--- config.mk ---
export PLATFORM = sky130hd
export DESIGN_NAME = mem_port_arbiter
export DESIGN_NICKNAME = d
export VERILOG_FILES = /design/src/rtl/mem_port_arbiter_pkg.sv /design/src/rtl/mem_arb_watchdog.sv /design/src/rtl/mem_port_arbiter.sv
export SDC_FILE = /design/constraint.sdc
export NUM_CORES = 1
export LEC_CHECK = 0
export ABC_CLOCK_PERIOD_IN_PS = 3000
export CAP_MARGIN = 20
export CORE_MARGIN = 2
export CORE_UTILIZATION = 47
export CTS_BUF_LIST = sky130_fd_sc_hd__clkbuf_16
export DETAILED_ROUTE_END_ITERATION = 16
export GPL_TIMING_DRIVEN = 0
export PLACE_DENSITY = 0.87
export SLEW_MARGIN = 40
export SYNTH_ARGS = -nofsm -noshare
export SYNTH_HDL_FRONTEND = slang
export SYNTH_SLANG_ARGS = --single-unit
--- constraint.sdc ---
create_clock -name clk -period 3 [get_ports clk]
set_clock_uncertainty 0.1 [all_clocks]
set_input_delay 0.6 -clock clk [delete_from_list [all_inputs] [get_ports clk]]
set_output_delay 0.6 -clock clk [all_outputs]
set_load 0.1 [all_outputs]
--- src/rtl/mem_port_arbiter_pkg.sv ---
// rtl/mem_port_arbiter_pkg.sv - shared types and constants for the unified memory port arbiter
// Contents: arb_state_t FSM encoding, owner_t grant owner encoding,
//           NOP_INSTR (addi x0,x0,0), default address/data widths.
package mem_port_arbiter_pkg;

   localparam int          DEFAULT_AW = 32;
   localparam int          DEFAULT_DW = 32;
   localparam logic [31:0] NOP_INSTR  = 32'h0000_0013;

   typedef enum logic [1:0] {
      IDLE    = 2'd0,
      IF_BUSY = 2'd1,
      DM_BUSY = 2'd2
   } arb_state_t;

   typedef enum logic {
      OWNER_IF = 1'b0,
      OWNER_DM = 1'b1
   } owner_t;

endpackage

--- src/rtl/mem_arb_watchdog.sv ---
// rtl/mem_arb_watchdog.sv - wait-cycle watchdog and sticky bus error flag for the memory port
// Parameters: TIMEOUT - waiting cycles tolerated before forcing completion (0 = disabled)
// Ports:
//   clk       in   clock
//   reset     in   asynchronous active-low reset
//   mem_req   in   memory request currently outstanding
//   mem_ready in   memory completion this cycle
//   timeout   out  force completion this cycle (combinational)
//   bus_err   out  sticky error, cleared only by reset
module mem_arb_watchdog
#(
   parameter int TIMEOUT = 255
)
(
   input  logic clk,
   input  logic reset,
   input  logic mem_req,
   input  logic mem_ready,
   output logic timeout,
   output logic bus_err
);

   generate
      if (TIMEOUT > 0) begin : g_wd
         localparam int CW = (TIMEOUT > 255) ? $clog2(TIMEOUT + 1) : 8;

         logic [CW-1:0] cnt;
         logic          waiting;

         assign waiting = mem_req & ~mem_ready;
         // Fires in the waiting cycle that would bring the count to TIMEOUT,
         // so the owner completes after exactly TIMEOUT unanswered cycles.
         assign timeout = waiting && (cnt == CW'(TIMEOUT - 1));

         always_ff @(posedge clk or negedge reset) begin
            if (!reset) begin
               cnt     <= '0;
               bus_err <= 1'b0;
            end else begin
               if (waiting && !timeout) begin
                  cnt <= cnt + 1'b1;
               end else begin
                  cnt <= '0;
               end
               if (timeout) begin
                  bus_err <= 1'b1;
               end
            end
         end
      end else begin : g_no_wd
         assign timeout = 1'b0;
         assign bus_err = 1'b0;
      end
   endgenerate

endmodule

--- src/rtl/mem_port_arbiter.sv ---
// rtl/mem_port_arbiter.sv - arbitrates fetch and data ports onto one single-port memory
// Optional feature macro: MEM_PORT_ARBITER_PERF_EN (stall/drop performance counters)
// Ports:
//   clk, reset                     clock, asynchronous active-low reset
//   if_req/if_addr                 fetch request and PC
//   if_rdata/if_valid/if_stall     fetch result, completion pulse, stall request
//   flush_if                       taken branch, kills the outstanding fetch
//   dm_req/dm_we/dm_addr/dm_wdata/dm_wstrb  data access request
//   dm_rdata/dm_valid/dm_stall     load result, completion pulse, stall request
//   mem_req/mem_we/mem_addr/mem_wdata/mem_wstrb  registered memory request
//   mem_ready/mem_rdata            memory completion and read data
//   bus_err                        sticky watchdog error
//   perf_*                         performance counters (macro only)
module mem_port_arbiter
   import mem_port_arbiter_pkg::*;
#(
   parameter int AW      = DEFAULT_AW,
   parameter int DW      = DEFAULT_DW,
   parameter int TIMEOUT = 255
)
(
   input  logic            clk,
   input  logic            reset,
   input  logic            if_req,
   input  logic [AW-1:0]   if_addr,
   output logic [DW-1:0]   if_rdata,
   output logic            if_valid,
   output logic            if_stall,
   input  logic            flush_if,
   input  logic            dm_req,
   input  logic            dm_we,
   input  logic [AW-1:0]   dm_addr,
   input  logic [DW-1:0]   dm_wdata,
   input  logic [DW/8-1:0] dm_wstrb,
   output logic [DW-1:0]   dm_rdata,
   output logic            dm_valid,
   output logic            dm_stall,
   output logic            mem_req,
   output logic            mem_we,
   output logic [AW-1:0]   mem_addr,
   output logic [DW-1:0]   mem_wdata,
   output logic [DW/8-1:0] mem_wstrb,
   input  logic            mem_ready,
   input  logic [DW-1:0]   mem_rdata,
   output logic            bus_err
`ifdef MEM_PORT_ARBITER_PERF_EN
   ,
   output logic [31:0]     perf_if_stall_cycles,
   output logic [31:0]     perf_dm_stall_cycles,
   output logic [31:0]     perf_if_dropped
`endif
);

   arb_state_t    state;
   arb_state_t    state_n;
   logic          grant;
   owner_t        grant_owner;
   logic          complete;
   logic          timeout;
   logic          drop_q;
   logic          if_kill;
   logic          if_done;
   logic          dm_done;
   logic [DW-1:0] rsp_data;

   // Stalls are gated by reset so every output reads 0 while reset is held.
   // Masking with the valid pulse also keeps a held request from being
   // granted a second time in its completion cycle.
   assign if_stall = reset & if_req & ~if_valid;
   assign dm_stall = reset & dm_req & ~dm_valid;

   assign complete = mem_req & (mem_ready | timeout);
   assign if_done  = complete && (state == IF_BUSY);
   assign dm_done  = complete && (state == DM_BUSY);
   assign if_kill  = flush_if | drop_q;
   assign rsp_data = timeout ? '0 : mem_rdata;

   mem_arb_watchdog #(
      .TIMEOUT (TIMEOUT)
   ) u_watchdog (
      .clk       (clk),
      .reset     (reset),
      .mem_req   (mem_req),
      .mem_ready (mem_ready),
      .timeout   (timeout),
      .bus_err   (bus_err)
   );

   always_ff @(posedge clk or negedge reset) begin
      if (!reset) begin
         state <= IDLE;
      end else begin
         state <= state_n;
      end
   end

   // Data port wins in IDLE: the MEM-stage instruction is the older one.
   always_comb begin
      state_n     = state;
      grant       = 1'b0;
      grant_owner = OWNER_IF;
      case (state)
         IDLE: begin
            if (dm_stall) begin
               grant       = 1'b1;
               grant_owner = OWNER_DM;
               state_n     = DM_BUSY;
            end else if (if_stall) begin
               grant       = 1'b1;
               grant_owner = OWNER_IF;
               state_n     = IF_BUSY;
            end
         end
         IF_BUSY, DM_BUSY: begin
            if (complete) begin
               state_n = IDLE;
            end
         end
         default: state_n = IDLE;
      endcase
   end

   always_ff @(posedge clk or negedge reset) begin
      if (!reset) begin
         mem_req   <= 1'b0;
         mem_we    <= 1'b0;
         mem_addr  <= '0;
         mem_wdata <= '0;
         mem_wstrb <= '0;
         if_rdata  <= '0;
         if_valid  <= 1'b0;
         dm_rdata  <= '0;
         dm_valid  <= 1'b0;
         drop_q    <= 1'b0;
      end else begin
         if_valid <= 1'b0;
         dm_valid <= 1'b0;
         mem_req  <= (state_n != IDLE);

         if (grant) begin
            if (grant_owner == OWNER_DM) begin
               mem_we    <= dm_we;
               mem_addr  <= dm_addr;
               mem_wdata <= dm_wdata;
               mem_wstrb <= dm_wstrb;
            end else begin
               mem_we    <= 1'b0;
               mem_addr  <= if_addr;
               mem_wdata <= '0;
               mem_wstrb <= '0;
            end
         end

         if (dm_done) begin
            dm_rdata <= rsp_data;
            dm_valid <= 1'b1;
         end

         // A killed fetch still finishes on the bus but is never reported,
         // and the previous instruction word is kept.
         if (if_done && !if_kill) begin
            if_rdata <= rsp_data;
            if_valid <= 1'b1;
         end

         if (if_done) begin
            drop_q <= 1'b0;
         end else if (flush_if && ((state == IF_BUSY) ||
                                   (grant && grant_owner == OWNER_IF))) begin
            drop_q <= 1'b1;
         end
      end
   end

`ifdef MEM_PORT_ARBITER_PERF_EN
   always_ff @(posedge clk or negedge reset) begin
      if (!reset) begin
         perf_if_stall_cycles <= '0;
         perf_dm_stall_cycles <= '0;
         perf_if_dropped      <= '0;
      end else begin
         if (if_stall && (perf_if_stall_cycles != '1)) begin
            perf_if_stall_cycles <= perf_if_stall_cycles + 1'b1;
         end
         if (dm_stall && (perf_dm_stall_cycles != '1)) begin
            perf_dm_stall_cycles <= perf_dm_stall_cycles + 1'b1;
         end
         if (if_done && if_kill && (perf_if_dropped != '1)) begin
            perf_if_dropped <= perf_if_dropped + 1'b1;
         end
      end
   end
`endif

endmodule

==> results of run 1 <==
## cells in the final DEF (no fill, tap or decap), types with 2 or more instances in the layout
cell,count
a21oi_1,99
and2_1,2
buf_1,3
buf_16,2
buf_2,164
buf_4,8
buf_6,5
bufinv_16,3
clkbuf_1,11
clkbuf_16,17
clkdlybuf4s50_1,136
clkinv_2,4
clkinv_4,3
clkinvlp_4,3
dfrtp_1,148
ha_1,6
inv_1,40
mux2i_1,32
nand2_1,109
nand2b_1,33
nand3_1,73
nand4_1,2
nand4b_1,2
nor2_1,7
nor2b_1,2
o211ai_1,33
o21ai_0,36
or3_1,3
xor2_1,2
## routing by layer
| layer | vias up | part of all wire (%) | track usage, % |
|---|---|---|---|
| met5 | - | 0 | 0 |
| met4 | 0 | 2.0 | 9.80 |
| met3 | 29 | 9.3 | 9.13 |
| met2 | 266 | 51 | 48.1 |
| met1 | 3089 | 38 | 32.5 |
| li1 | 2983 | - | - |
## kinds of logic after synthesis
logic type	Yosys count	share of synthesized area, %
buf+inv	91	6.56
fa+ha+maj	6	1.12
simple gates	241	17.1
compound gates	177	14.8
mux	32	4.77
flops	148	55.2
xor+xnor	3	0.392
## layout make-up
class	instances	area, sq um
sequential	148	3700
multi-input combinational	459	2570
timing repair buffer	279	2130
tap	180	225
fill	1102	4270
clock buffer	17	425
clock inverter	15	166
inverter	39	146
buffer	52	294
## worst max-delay path: stages
cell	delay, ps
buf_8	110
buf_16	280
and3b_1	200
buf_2	150
buf_2	440
## per-stage QoR
| stage | hold WS, ps | setup TNS, ps | util, % | cells |
|---|---|---|---|---|
| floorplan | 204 | 0 | - | 698 |
| global placement | 378 | -1114750 | 69.6 | 1154 |
| detailed placement | 361 | 0 | 65.0 | 1156 |
| CTS | 69.9 | 0 | 69.4 | 1189 |
| global route | 82.7 | 0 | 69.3 | 1189 |
| finish | 71.2 | 0 | 69.3 | 1189 |
## registers in the layout, summed over array words and instances, names as in the netlist
register and cells:
mem_req 1, state 2, drop_q 1, dm_rdata 32, mem_wdata 32, mem_addr 32, u_watchdog.g_wd.cnt 8, u_watchdog.bus_err 1
mem_wstrb 4, if_valid 1, mem_we 1, if_rdata 32, dm_valid 1
## what timing repair did
action / 4_1_cts / 5_1_grt
buffers inserted: 0 / 0
hold buffers: 1 / 0
resized for setup: 0 / 0
endpoints found under the setup margin: 0 / 0
endpoints found under the hold margin: 23 / 0
## worst max-delay path by stage
stage	slack (ps)	start	endpoint
final	450	reset	if_stall
after global placement	-6090	reset	dm_stall
after floorplan	600	dm_valid$_DFF_PN0_	dm_stall
after global routing	390	reset	if_stall
after CTS	450	reset	if_stall
after detailed placement	300	reset	if_stall
==> flow_metrics.env, run 1 <==
export IMPL_status="finished, final reports clean"
export IMPL_fin_ws_ps=451
export IMPL_place_congestion=0.881
export IMPL_fin_crit_sh_pct=85.0
export IMPL_ys_seq_area_share_pct=55.2
export IMPL_worst_r2r_cell_count=7
export IMPL_worst_slew_pin_slew_ps=581
export IMPL_pin_count=278
export IMPL_drt_vias_per_instance=5.35
export IMPL_yosys_warnings=0
export IMPL_dr_pass1_iters=5
export IMPL_critPathKind="in -> out"
export IMPL_grt_ovfl_total=0
export IMPL_rsz0062_at_grt="no"
export IMPL_hold_viol=0
export IMPL_antenna_found_initial=0
export IMPL_port_buffers=276
export IMPL_insertion_delay_ps=420
export IMPL_rows=43
export IMPL_die_height_um=123
export IMPL_synth_area_leader_cell="dfrtp_1"
export IMPL_synth_top_area_share_pct=55.2
export IMPL_synth_area_leaders="dfrtp_1 55%, a21oi_1 7.4%, nand2_1 6.1%, nand3_1 5.4%, mux2i_1 4.8%"
export IMPL_grtUsageTotal_pct=27.9
export IMPL_end_kind="output port"
export IMPL_ys_top_cells_by_count="148 x dfrtp_1, 109 x nand2_1, 99 x a21oi_1"
export IMPL_clkTransAtPathRegs_ps=60
export IMPL_clock_sinks=148
export IMPL_synth_edf_count=0
export IMPL_syn_area_sq_um=6710
export IMPL_h_tree_depth=4
export IMPL_vias=6367
export IMPL_slew_viol_final=0
export IMPL_synthArstFlopShare_pct=100
export IMPL_routedWlPerCell_um=18.0
export IMPL_area_growth_pct=43.9
export IMPL_fin_area_sq_um=9660
export IMPL_maxCapViolCount=0
export IMPL_cp_required_ps=2300
export IMPL_die_w_um=123
export IMPL_max_freq_mhz=392
export IMPL_min_period_ps=2550
export IMPL_coreArea_sq_um=13900
export IMPL_synth_main_ff_cell="dfrtp_1"
export IMPL_cp_max_fo=67
export IMPL_arrival_ps=1850
export IMPL_hp_class="in -> async"
export IMPL_dp_slack_ps=302
export IMPL_max_slew_margin_pct=61.0
export IMPL_drive_gt1_share_pct=21.1
export IMPL_yosysMostFrequentCell="dfrtp_1"
export IMPL_drc=0
export IMPL_hpwlAfterDp_um=16000
export IMPL_dieArea_sq_um=15300
export IMPL_clockBufferDepth=2
export IMPL_syn_area_per_cell_sq_um=9.62
export IMPL_syn_nets=843
export IMPL_antenna_cells=0
export IMPL_syn_inst=698
export IMPL_cts_buffers=17
export IMPL_yosys_cell_types_count=41
export IMPL_drt_iter0_drc=398
export IMPL_layout_nets=1141
export IMPL_r2r_end="mem_wdata[22]$_DFFE_PN0N_"
export IMPL_initial_core_util_pct=48.2
export IMPL_placement_cell_area_sq_um=9060
export IMPL_cts_tree="done"
export IMPL_reg2reg_slack_ps=930
export IMPL_setup_viol=0
export IMPL_grt_first_pass_wirelength_um=32400
export IMPL_wirelength_um=21300
export IMPL_r2r_start="state[0]$_DFF_PN0_"
export IMPL_antenna_left=0
export IMPL_grt_max_degree=68
export IMPL_root_buffer="clkbuf_16"
export IMPL_start_kind="primary input"
export IMPL_yosys_register_bits=148
export IMPL_grt_pass1_vias=6203
Power of run 1 is left out: the tool's default activity adds up to more than one toggle a clock period on the data nets, which glitch-free logic cannot reach.
==> run 2, diff against run 1 <==
ABC_CLOCK_PERIOD_IN_PS = 2400   (was 3000)
CORE_UTILIZATION = 43   (was 47)
PLACE_DENSITY = 0.8   (was 0.87)
clock period = 2.4 ns   (was 3 ns; I/O delays follow)
==> flow_metrics.env, run 2 (synthesized netlist as in run 1, its figures left out) <==
export IMPL_clockBufferDepth=2
export IMPL_max_freq_mhz=468
export IMPL_die_height_um=129
export IMPL_root_buffer="clkbuf_16"
export IMPL_hpwlAfterDp_um=15900
export IMPL_area_growth_pct=46.6
export IMPL_hold_viol=0
export IMPL_insertion_delay_ps=420
export IMPL_clock_sinks=148
export IMPL_grt_ovfl_total=0
export IMPL_dpl_cell_count=1164
export IMPL_rows=45
export IMPL_grtUsageTotal_pct=26.4
export IMPL_stdcell_count=1202
export IMPL_slew_viol_final=0
export IMPL_drive_gt1_share_pct=21.3
export IMPL_antenna_left=0
export IMPL_routedWlPerCell_um=18.1
export IMPL_final_cell_mix="161 x buf_2, 148 x dfrtp_1, 136 x clkdlybuf4s50_1"
export IMPL_setup_worst_path_end="dm_stall"
export IMPL_fill_cells=1242
export IMPL_status="finished, final reports clean"
export IMPL_drc=0
export IMPL_port_buffers=276
export IMPL_start_kind="primary input"
export IMPL_cts_buffers=17
export IMPL_clkTransAtPathRegs_ps=60
export IMPL_arrival_ps=1560
export IMPL_setup_viol=0
export IMPL_vias=6355
export IMPL_r2r_start="state[0]$_DFF_PN0_"
export IMPL_fin_crit_sh_pct=89.0
export IMPL_cp_max_fo=3
export IMPL_wirelength_um=21800
export IMPL_initial_core_util_pct=44.1
export IMPL_die_w_um=129
export IMPL_drt_iter0_drc=329
export IMPL_grt_pass1_vias=6462
export IMPL_cp_required_ps=1820
export IMPL_min_period_ps=2140
export IMPL_maxCapViolCount=0
export IMPL_rsz0062_at_grt="no"
export IMPL_grt_first_pass_wirelength_um=33900
export IMPL_antenna_cells=0
export IMPL_dr_pass1_iters=7
export IMPL_cts_tree="done"
export IMPL_postCtsSetupBuffers=0
export IMPL_h_tree_depth=4
export IMPL_antenna_found_initial=0
export IMPL_layout_nets=1146
export IMPL_worst_slew_pin_slew_ps=543
export IMPL_reg2reg_slack_ps=290
export IMPL_place_congestion=0.850
export IMPL_dieArea_sq_um=16600
export IMPL_hp_class="in -> async"
export IMPL_crit_start="dm_req"
export IMPL_pin_count=278
export IMPL_drt_vias_per_instance=5.29
export IMPL_end_kind="output port"
export IMPL_coreArea_sq_um=15200
export IMPL_r2r_end="mem_wdata[24]$_DFFE_PN0N_"
export IMPL_worst_r2r_cell_count=7
export IMPL_critPathKind="in -> out"
export IMPL_grt_max_degree=39
export IMPL_max_slew_margin_pct=63.5
export IMPL_mostFrequentLayoutCell="buf_2"
## run 2: cell types whose count changed in the layout (fill, tap and decap cells not counted), sizes merged
cell         before  now
buf             183  185
bufbuf            0    2
bufinv            3    4
clkinv            8    5
dlygate4sd3       0    1
inv              40   42
## run 2: worst min-delay path by stage
stage	to	cells past startpoint
detailed placement	dm_rdata[26]$_DFFE_PN0P_	1
global placement	u_watchdog.bus_err$_DFFE_PN0P_	1
finish	if_rdata[0]$_DFFE_PN0P_	3
floorplan	dm_rdata[0]$_DFFE_PN0P_	0
global route	if_rdata[0]$_DFFE_PN0P_	3
CTS	dm_rdata[0]$_DFFE_PN0P_	3
## run 2: worst max-delay path: stages
cell and delay (ps):
clkdlybuf4s50_1 510, nand3b_1 140, inv_1 110, buf_4 300
## run 2: timing repair
| action | in CTS | in global routing |
|---|---|---|
| hold buffers | 4 | 0 |
| endpoints found under the setup margin | 2 | 0 |
| gates resized for setup | 4 | 0 |
| endpoints found under the hold margin | 27 | 0 |
## run 2: cell type report
type                            instances  area [sq um]  share of cell area, %
Clock inverter                         15           190                   1.93
Tap cell                              188           235                   2.39
Sequential cell                       148          3700                   37.6
Multi-Input combinational cell        459          2570                   26.1
Clock buffer                           17           425                   4.32
Inverter                               39           146                   1.49
Buffer                                 52           294                   2.99
Timing Repair Buffer                  284          2270                   23.1
## run 2: per-layer routing
layer / up-vias / track usage (%) / routed length [um]
li1: 3003 / - / -
met1: 3024 / 31.6 / 8660
met2: 283 / 44.4 / 10600
met3: 45 / 8.15 / 1880
met4: 0 / 11.3 / 643
met5: - / 0 / 0
## run 2: per-stage QoR
stage	worst slack [ps]	utilization (%)	setup TNS, ps	area [sq um]	hold slack (ps)
2_1_floorplan	29.4	-	0	6710	84.4
3_3_place_gp	-6510	63.9	-1230650	9710	339
3_5_place_dp	-427	59.7	-9910	9070	244
4_1_cts	265	64.7	0	9840	18.5
5_1_grt	40.2	64.7	0	9840	21.6
6_report	265	64.7	0	9840	20.5
Power of run 2 is left out for the same reason.
==> run 3, diff against run 2 <==
ABC_AREA = 1   (was not set)
CORE_UTILIZATION = 42   (was 43)
PLACE_DENSITY = 0.81   (was 0.8)
==> flow_metrics.env, run 3 <==
export IMPL_status="finished, final reports clean"
export IMPL_worst_r2r_cell_count=8
export IMPL_postCtsSetupBuffers=0
export IMPL_synth_edf_count=0
export IMPL_rows=44
export IMPL_ys_seq_area_share_pct=60.0
export IMPL_rsz0062_at_grt="no"
export IMPL_wl_met2_um=8980
export IMPL_grt_max_degree=71
export IMPL_drive_gt1_share_pct=27.7
export IMPL_initial_core_util_pct=42.8
export IMPL_yosys_cell_types_count=26
export IMPL_r2r_start="state[0]$_DFF_PN0_"
export IMPL_ys_top_cells_by_count="156 x nand2_1, 148 x dfrtp_1, 47 x o21ai_1"
export IMPL_reg2reg_slack_ps=380
export IMPL_cts_tree="done"
export IMPL_maxCapViolCount=0
export IMPL_clock_sinks=148
export IMPL_start_kind="primary input"
export IMPL_wirelength_um=18200
export IMPL_top_layer_used="met4"
export IMPL_stdcell_count=1103
export IMPL_die_height_um=125
export IMPL_max_freq_mhz=446
export IMPL_clockBufferDepth=2
export IMPL_grt_first_pass_wirelength_um=28900
export IMPL_met1Wirelength_um=7660
export IMPL_antenna_found_initial=0
export IMPL_syn_inst=603
export IMPL_arrival_ps=1660
export IMPL_drc=0
export IMPL_grtUsageTotal_pct=23.4
export IMPL_insertion_delay_ps=410
export IMPL_pin_count=278
export IMPL_fin_crit_sh_pct=93.3
export IMPL_layout_nets=1051
export IMPL_worst_slew_pin_slew_ps=694
export IMPL_vias=5431
export IMPL_place_congestion=0.868
export IMPL_cts_buffers=17
export IMPL_dr_pass1_iters=4
export IMPL_final_cell_mix="156 x nand2_1, 151 x buf_2, 146 x dfrtp_1"
export IMPL_synth_main_ff_cell="dfrtp_1"
export IMPL_min_period_ps=2240
export IMPL_max_slew_margin_pct=53.6
export IMPL_cp_required_ps=1820
export IMPL_yosysMostFrequentCell="nand2_1"
export IMPL_fill_cells=1207
export IMPL_dieArea_sq_um=15700
export IMPL_drt_iter0_drc=387
export IMPL_mostFrequentLayoutCell="nand2_1"
export IMPL_yosys_warnings=0
export IMPL_die_w_um=125
export IMPL_yosys_register_bits=148
export IMPL_port_buffers=277
export IMPL_antenna_left=0
export IMPL_syn_nets=748
export IMPL_slew_viol_final=0
export IMPL_dpl_cell_count=1066
export IMPL_root_buffer="clkbuf_16"
export IMPL_synth_top_area_share_pct=60.0
export IMPL_hold_viol=0
export IMPL_hp_class="in -> async"
export IMPL_grt_pass1_vias=5408
export IMPL_synth_area_leader_cell="dfrtp_1"
export IMPL_clkTransAtPathRegs_ps=60
export IMPL_h_tree_depth=4
export IMPL_syn_area_per_cell_sq_um=10.2
export IMPL_r2r_end="mem_wdata[18]$_DFFE_PN0N_"
export IMPL_fin_area_sq_um=9210
export IMPL_hpwlAfterDp_um=13300
export IMPL_cp_max_fo=4
export IMPL_routedWlPerCell_um=16.5
export IMPL_placement_cell_area_sq_um=8550
export IMPL_end_kind="output port"
export IMPL_critPathKind="in -> out"
export IMPL_synth_area_leaders="dfrtp_1 60%, nand2_1 9.5%, o21ai_2 6.5%, a22o_1 5.2%, o21ai_1 3.8%"
export IMPL_antenna_cells=0
export IMPL_synthArstFlopShare_pct=100
export IMPL_coreArea_sq_um=14400
export IMPL_met3_length_um=1010
export IMPL_setup_viol=0
export IMPL_area_growth_pct=49.1
export IMPL_grt_ovfl_total=0
export IMPL_syn_area_sq_um=6180
export IMPL_drt_vias_per_instance=4.92
==> run 3: cell types whose count changed in the layout (fill, tap and decap cells not counted), moves of 32 or more <==
cell	previous run	this run
mux2i_1	32	0
a21oi_1	99	1
nor2_1	7	45
nand2b_1	33	0
a22o_1	0	37
nand3_1	73	5
o21ai_1	1	47
nand2_1	109	156
o21ai_2	0	46
==> run 3: how the worst max path moves through the flow <==
| stage | start | endpoint | slack, ps | cells past startpoint |
|---|---|---|---|---|
| after detailed placement | dm_req | mem_wdata[17]$_DFFE_PN0N_ | -60 | 8 |
| after floorplan | dm_valid$_DFF_PN0_ | mem_addr[10]$_DFFE_PN0N_ | 50 | 7 |
| after global placement | reset | dm_stall | -6770 | 4 |
| final | dm_req | dm_stall | 160 | 6 |
| after global routing | dm_req | dm_stall | 100 | 6 |
| after CTS | reset | if_stall | 130 | 5 |
==> run 3: logic make-up (layout without fill, tap and decap cells) <==
family	count (synthesis)	after routing	synth area share (%)
AOI/OAI and AO/OA	168	168	18.8
xor gates and xnor gates	2	2	0.284
adders and majority gates	6	6	1.22
buffers and inverters	61	377	5.43
DFF	148	148	60.0
and+or+nand+nor	218	218	14.3
==> run 3: area by class of cell <==
cell class | count | area, sq um | area share (%)
flip-flops and latches | 148 | 3710 | 40.2
repair buffers | 284 | 2220 | 24.1
multi-input cells | 394 | 2140 | 23.3
clock buffers | 17 | 425 | 4.62
plain buffers | 38 | 249 | 2.70
well taps | 184 | 230 | 2.50
clock inverters | 15 | 149 | 1.62
inverters | 23 | 90.1 | 0.978
==> run 3: metal layers <==
metal  up-vias  GRT usage, %
met5         -             0
met4         0          9.41
met3        40          5.82
met2       196          37.3
met1      2577          30.8
li1       2618             -
==> run 3: repair_timing <==
action | in CTS | in global routing
endpoints found under the hold margin | 15 | 45
setup endpoints to repair | 1 | 0
gates resized for setup | 1 | 0
hold buffers | 1 | 4
==> run 3: metrics by stage <==
| stage | TNS (ps) | hold WS (ps) | worst slack, ps | util, % |
|---|---|---|---|---|
| after floorplan | 0 | 84.4 | 45.8 | - |
| after global placement | -1236450 | 348 | -6770 | 63.7 |
| after detailed placement | -1090 | 214 | -63.4 | 59.3 |
| after CTS | 0 | -32.3 | 125 | 63.4 |
| after global routing | 0 | 15.4 | 96.8 | 63.8 |
| final | 0 | 17.3 | 160 | 63.8 |
==> run 3: critical path, cell delays in order <==
cell and delay (ps):
clkdlybuf4s50_1 460, inv_1 40, nor2_1 100, nand2_1 150, clkinvlp_4 130, buf_4 290
Power of run 3 is left out for the same reason.
